===== src/rtl/pixel_writer.sv =====
// ---------------------------------------------------------------------------
// pixel_writer - queues on-screen drawer pixels and drains them, or a full-screen
// clear sweep, into the 160x120 framebuffer write port.          Revision 1.0
// ---------------------------------------------------------------------------
`default_nettype none

module pixel_writer #(
  parameter int FIFO_DEPTH = 8,
  parameter int SCREEN_W   = 160,
  parameter int SCREEN_H   = 120
) (
  input  logic        clock,
  input  logic        reset,
  input  logic [7:0]  vga_x,
  input  logic [6:0]  vga_y,
  input  logic [17:0] vga_colour,
  input  logic        vga_write,
  output logic        full,
  input  logic        clear_start,
  input  logic [17:0] clear_colour,
  output logic        clear_done,
  output logic        busy,
  output logic [7:0]  dropped_count,
  output logic [14:0] fb_address,
  output logic [17:0] fb_data,
  output logic        fb_wren,
  input  logic        fb_ready
);

  localparam int          c_aw        = (FIFO_DEPTH > 1) ? $clog2(FIFO_DEPTH) : 1;
  localparam int          c_ew        = 8 + 7 + 18;
  localparam logic [14:0] c_last_addr = 15'(SCREEN_W * SCREEN_H - 1);
  localparam logic [7:0]  c_x_lim     = 8'(SCREEN_W);
  localparam logic [6:0]  c_y_lim     = 7'(SCREEN_H);
  localparam logic [c_aw:0] c_depth   = (c_aw + 1)'(FIFO_DEPTH);

  typedef enum logic [1:0] {
    ST_RUN   = 2'd0,
    ST_CLEAR = 2'd1,
    ST_DONE  = 2'd2
  } state_t;

  state_t            state_q;
  logic [c_ew-1:0]   mem_q [FIFO_DEPTH];
  logic [c_aw-1:0]   wr_ptr_q;
  logic [c_aw-1:0]   rd_ptr_q;
  logic [c_aw:0]     count_q;
  logic              clear_pending_q;
  logic [17:0]       clear_colour_q;
  logic [14:0]       clr_addr_q;
  logic [7:0]        dropped_q;

  logic              on_screen;
  logic              fifo_full;
  logic              fifo_empty;
  logic              push;
  logic              pop;
  logic [c_ew-1:0]   head;
  logic [7:0]        head_x;
  logic [6:0]        head_y;
  logic [17:0]       head_c;
  logic [14:0]       head_addr;
  logic              run_wr;

  assign on_screen  = (vga_x < c_x_lim) && (vga_y < c_y_lim);
  assign fifo_full  = (count_q == c_depth);
  assign fifo_empty = (count_q == '0);
  // A push that finds the FIFO full is lost even if a pop frees a slot this cycle.
  assign push       = vga_write && on_screen && !fifo_full;
  assign run_wr     = (state_q == ST_RUN) && !fifo_empty;
  assign pop        = run_wr && fb_ready;

  assign head      = mem_q[rd_ptr_q];
  assign head_x    = head[32:25];
  assign head_y    = head[24:18];
  assign head_c    = head[17:0];
  assign head_addr = {1'b0, head_y, 7'b0} + {3'b0, head_y, 5'b0} + {7'b0, head_x};

  always_comb begin
    fb_wren    = 1'b0;
    fb_address = '0;
    fb_data    = '0;
    if (state_q == ST_CLEAR) begin
      fb_wren    = 1'b1;
      fb_address = clr_addr_q;
      fb_data    = clear_colour_q;
    end else if (run_wr) begin
      fb_wren    = 1'b1;
      fb_address = head_addr;
      fb_data    = head_c;
    end
  end

  assign full          = fifo_full;
  assign clear_done    = (state_q == ST_DONE);
  assign busy          = !fifo_empty || clear_pending_q || (state_q != ST_RUN);
  assign dropped_count = dropped_q;

  always_ff @(posedge clock) begin
    if (push) begin
      mem_q[wr_ptr_q] <= {vga_x, vga_y, vga_colour};
    end
  end

  always_ff @(posedge clock) begin
    if (reset) begin
      state_q         <= ST_RUN;
      wr_ptr_q        <= '0;
      rd_ptr_q        <= '0;
      count_q         <= '0;
      clear_pending_q <= 1'b0;
      clear_colour_q  <= '0;
      clr_addr_q      <= '0;
      dropped_q       <= '0;
    end else begin
      if (push) begin
        wr_ptr_q <= wr_ptr_q + 1'b1;
      end
      if (pop) begin
        rd_ptr_q <= rd_ptr_q + 1'b1;
      end
      case ({push, pop})
        2'b10:   count_q <= count_q + 1'b1;
        2'b01:   count_q <= count_q - 1'b1;
        default: count_q <= count_q;
      endcase
      if (vga_write && on_screen && fifo_full && (dropped_q != 8'hFF)) begin
        dropped_q <= dropped_q + 1'b1;
      end

      case (state_q)
        ST_RUN: begin
          if (clear_pending_q && fifo_empty) begin
            state_q         <= ST_CLEAR;
            clr_addr_q      <= '0;
            clear_pending_q <= 1'b0;
          end else if (clear_start && !clear_pending_q) begin
            clear_pending_q <= 1'b1;
            clear_colour_q  <= clear_colour;
          end
        end
        ST_CLEAR: begin
          if (fb_ready) begin
            if (clr_addr_q == c_last_addr) begin
              state_q <= ST_DONE;
            end else begin
              clr_addr_q <= clr_addr_q + 1'b1;
            end
          end
        end
        ST_DONE: begin
          state_q <= ST_RUN;
        end
        default: begin
          state_q <= ST_RUN;
        end
      endcase
    end
  end

endmodule

`default_nettype wire


===== config.mk =====
export PLATFORM = sky130hd
export DESIGN_NAME = pixel_writer
export DESIGN_NICKNAME = d
export VERILOG_FILES = /design/src/rtl/pixel_writer.sv
export SDC_FILE = /design/constraint.sdc
export NUM_CORES = 1
export LEC_CHECK = 0
export CAP_MARGIN = 0
export CORE_UTILIZATION = 45
export CTS_CLUSTER_DIAMETER = 40
export DETAILED_ROUTE_END_ITERATION = 8
export GPL_ROUTABILITY_DRIVEN = 0
export PLACE_DENSITY = 0.66
export SLEW_MARGIN = 0
export SYNTH_ARGS = -nofsm -noshare
export SYNTH_HDL_FRONTEND = slang
export SYNTH_SLANG_ARGS = --single-unit

===== constraint.sdc =====
create_clock -name clock -period 4.9 [get_ports clock]
set_clock_uncertainty 0.2 [all_clocks]
set_input_delay 0.98 -clock clock [delete_from_list [all_inputs] [get_ports clock]]
set_output_delay 0.98 -clock clock [all_outputs]
set_load 0.1 [all_outputs]

[Word-level counts from Yosys, hierarchy flattened]
Memories as Yosys holds them, arrays and structs flattened. A register that Yosys moved wholly into a read port is not among the register bits.
Cells that the tools add are included.
Storage, ports and cells
  register bits: 54
  RAM bits: 264
  memories kept: 1
  bits of input ports: 56
  logic and storage cells: 76
  output and inout port bits: 45
Memories
  mem_q: words 8, bits a word 33, read ports 1, clocked after Yosys merged registers in 1, wr ports 1, line 44  | logic [c_ew-1:0] mem_q [FIFO_DEPTH];
Operators by class
  $lt $le $gt $ge: 2
  reductions and logical operators: 24
  equality and inequality tests: 11
  mux-type cells: 21
  add/subtract/negate cells: 8
  bitwise logic cells: 1
Operator list (count)
  two-way mux 15 bit: 5
  two-way mux 18 bit: 2
  case mux 15 bit (2 select lines): 1
  adder 14 x 12 -> 15 bit: 1
  adder 15 x 1 -> 15 bit, second input constant: 1
  adder 15 x 8 -> 15 bit: 1
  == test 15 bit, second input constant: 1
  logical AND 1 bit: 9
  adder 8 x 1 -> 8 bit, second input constant: 1
  less-than comparator 8 bit, second input constant: 1
  != test 8 bit, second input constant: 1
  case mux 4 bit (2 select lines): 1
  nonzero test 2 bit: 4
  less-than comparator 7 bit, second input constant: 1
  adder 3 x 1 -> 3 bit, second input constant: 2
  two-way mux 1 bit: 6
  two-way mux 2 bit: 3
  two-way mux 3 bit: 2
  AND reduction 3 bit: 2
  adder 4 x 1 -> 4 bit, second input constant: 1
  == test 2 x 1 -> 1 bit, second input constant: 2
  == test 2 bit, second input constant: 2
  == test 4 bit, second input constant: 1
  logical NOT 4 bit: 1
  other kinds (10): 15

[Logic depth before layout (Yosys ltp)]
  word-level depth: 6
  mapped depth: 14
  gate-level depth less buffers: 12

[Worst setup path before layout]
OpenSTA, ideal clock, no wires.
  kind: register to output
  start: reg (tool-made name)
  end: out fb_address[13]
  path buffers: 2
  slack: -1.673 ns
  stages on the path, launching flop included: 13
  data required time: 3.720 ns
  arrival time: 5.393 ns
  path through: dfxtp_1 -> buf_2 -> buf_2 -> mux4_2 -> mux2i_1 -> fa_1 -> inv_1 -> ha_1 -> a21o_1 -> a41oi_1 -> nand3_1 -> and3_1 -> o32ai_1
RTL lines
  end: declaration: line 24  | output logic [14:0] fb_address,

==> results_dict.tcl <==
set metrics [dict create \
    status "complete, but fails checks" \
    violations "setup timing" \
    fin_cells 1366 \
    pwr-share-comb 0.399 \
    synth_compound_area_frac 0.0477 \
    grt_usage 0.191 \
    coreArea_sq_um 28800 \
    setup_viol 2 \
    antenna_found_initial 0 \
    grt_max_degree 34 \
    drtIter0Drc 522 \
    synth_nets 890 \
    pwr-share-seq 0.309 \
    p_leak_nw 5.42 \
    synth_edf_count 264 \
    start_util 0.460 \
    min_period_ns 4.95 \
    cts.sinks 321 \
    worstPathArrival_ns 3.77 \
    die_y_um 173 \
    syn_area_per_cell_sq_um 16.3 \
    switchingPower_mw 3.96 \
    crit_type "flip-flop to primary output" \
    dp.cells 1288 \
    startpoint_type "flip-flop" \
    grt_pass1_vias 7741 \
    antenna_left 0 \
    period_share 1.01 \
    rsz0062_at_grt "true" \
    yosysSeqAreaShare 0.685 \
    final_nets 1031 \
    fmax_mhz 202 \
    dp_hpwl_um 17700 \
    synth.ff_latch_count 321 \
    cap_violations 0 \
    p_clk_frac 0.293 \
    swShare 0.391 \
    synth_top_family_by_area "multiplexers" \
    yosys.area_share.simple 0.0716 \
    fp.dieW_um 173 \
    antennaDiodeCount 0 \
    drcViolationCount 0 \
    drive_gt1_frac 0.269 \
    syn_inst 811 \
    row_count 62 \
    route.vias.total 7498 \
    power_mw 10.1 \
    hold_viol 0 \
    intPower_mw 6.18 \
    tns_ns -0.0624 \
    cts-buffers-inserted 39 \
    hold_class "flip-flop to flip-flop" \
    netlist_area_sq_um 13200 \
    ir_drop_uv 427 \
    fin_ws_ns -0.0472 \
    htreeDepth 2 \
    clkTransAtPathRegs_ns 0.06 \
    wl_per_cell_um 20.3 \
    cp_max_fo 7 \
    crit_required_ns 3.72 \
    cts_tree "done" \
    cts-root-buf "clkbuf_16" \
    area_growth_pct 24.3 \
    synthMuxAreaShare 0.139 \
    clockBufferDepth 3 \
    power_density_nw_per_um2 617 \
    numPortBuffers 100 \
    grt_pass1_wl_um 43900 \
    ys_warn_count 0 \
    viasPerCell 5.49 \
    insertion_delay_ns 0.52 \
    routed_wl_um 27700 \
    synth-xor-area-share 0.0146 \
    relSlewSlack 0.315 \
    tightest_slew_ns 1.02 \
    gr-total-overflow 0 \
    holdBufCountCts 0 \
    die_area_sq_um 30100 \
    crit_path_end_kind "primary output" \
    first_pass_iters 4 \
    utilization 0.571 \
    ys_types 62 \
    place_ws_ns 0.301 \
    io_pins 101 \
    synth_ff_type "edfxtp_1" \
    synthArstFlopShare 0 \
    synthAdderAreaFrac 0.0234 \
    report.final.slew_viol_count 0 \
]
## critical path: stages, from the launching register on
cell and delay, ns:
dfxtp_4 0.41, buf_6 0.15, mux4_2 0.51, mux2i_2 0.20, fa_1 0.47, inv_1 0.08, ha_1 0.23, a21o_1 0.21
a41oi_2 0.19, nand3_1 0.14, and3_4 0.21, o32ai_4 0.24, buf_12 0.21
## cells in the mapped netlist (3+ instances only)
cell type	number	area [sq um]
edfxtp_1	264	7930
nand2_1	82	308
mux4_2	66	1490
dfxtp_1	57	1140
nor2_1	36	135
a21oi_1	34	170
mux2i_1	27	270
o21ai_0	25	125
ha_1	20	250
clkbuf_1	15	56.3
buf_2	14	70.1
inv_1	14	52.6
nor3_1	14	70.1
nand3_1	13	65.1
xor2_1	12	105
o21ai_1	10	50.1
xnor2_1	10	87.6
mux2_2	7	78.8
and3_1	5	31.3
buf_1	5	18.8
buf_4	5	37.5
nand4_1	5	31.3
nor3b_1	5	37.5
or3_1	5	31.3
nand2b_1	4	25.0
nor2b_1	4	25.0
a21o_1	3	22.5
a22o_1	3	26.3
fa_1	3	60.1
nor4_1	3	18.8
o2111ai_2	3	45.0
o21a_1	3	22.5
## power by group through the flow
stage	combinational, mW	sequential [mW]	clock [mW]
2_1_floorplan	2.94	3.16	0
3_3_place_gp	3.88	3.19	0
3_5_place_dp	3.90	3.20	0
4_1_cts	4.03	3.13	3.02
5_1_grt	4.27	3.14	3.13
6_report	4.04	3.13	2.97
## flip-flops by register name, summed over array words and instances (netlist names), named ones only
signal           flops
mem_q              264
clr_addr_q          15
wr_ptr_q             3
clear_pending_q      1
rd_ptr_q             3
clear_colour_q      18
dropped_count        8
count_q              4
state_q              2
## layer usage
metal	vias up	part of all wire	GRT usage
li1	3451	-	-
met1	3831	0.44	0.255
met2	185	0.50	0.320
met3	31	0.049	0.0397
met4	0	0.014	0.0476
met5	-	0	0
## final cells by class
cell class | count | area (sq um)
Clock buffer | 43 | 991
Clock inverter | 28 | 360
Fill cell | 2222 | 12300
Inverter | 14 | 52.6
Multi-Input combinational cell | 436 | 4140
Sequential cell | 321 | 9080
Tap cell | 384 | 480
Timing Repair Buffer | 140 | 1340
## placed cells by master, fill, tap and decap left out, types with 3 or more instances in the layout
cell / count
inv_1: 13
a22o_1: 3
nor3_2: 5
dfxtp_1: 54
edfxtp_1: 264
clkbuf_1: 4
or3_1: 5
mux4_2: 66
nor2_1: 34
xor2_1: 12
nand2_1: 82
a21o_1: 3
clkdlybuf4s50_1: 65
clkinv_4: 5
a21oi_1: 34
nand2b_1: 4
nor3_1: 10
nand3_1: 13
buf_6: 3
nor4_1: 3
xnor2_1: 9
mux2i_1: 24
o21a_1: 3
nand4_1: 5
and3_1: 4
o21ai_1: 9
o2111ai_2: 3
bufinv_16: 6
o21ai_0: 22
clkinv_2: 5
clkbuf_16: 39
buf_12: 9
o21ai_2: 3
mux2_2: 5
ha_1: 16
buf_4: 61
inv_6: 7
## cell families (layout without fill, tap and decap cells)
logic type / count (synthesis) / in the layout
flip-flops: 321 / 321
XOR/XNOR: 22 / 22
buffers and inverters: 54 / 225
AO/OA/AOI/OAI: 100 / 100
multiplexers: 100 / 100
AND/OR/NAND/NOR: 191 / 191
adder cells (fa/ha/maj): 23 / 23
## what timing repair did
| item | in CTS | in global routing |
|---|---|---|
| pin swaps | 9 | 3 |
| setup endpoints to repair | 5 | 5 |
| buffers inserted | 6 | 1 |
| resized for setup | 21 | 8 |
## per-stage QoR
step,hold slack [ns],instance area [sq um]
floorplan,0.237,13300
global placement,0.243,14900
detailed placement,0.248,14900
CTS,0.256,16400
global route,0.269,16400
finish,0.254,16400
## final timing paths
path,from,to,slack [ns],cells past startpoint
hold reg to reg,clear_colour_q[3],clear_colour_q[3],0.25,2
setup reg to reg,count_q[0],count_q[3],1.75,11
setup / recovery,flip-flop,fb_address[13],-0.05,12
hold / removal,clear_colour_q[3],clear_colour_q[3],0.25,2
(Power assumes the default switching activity.)
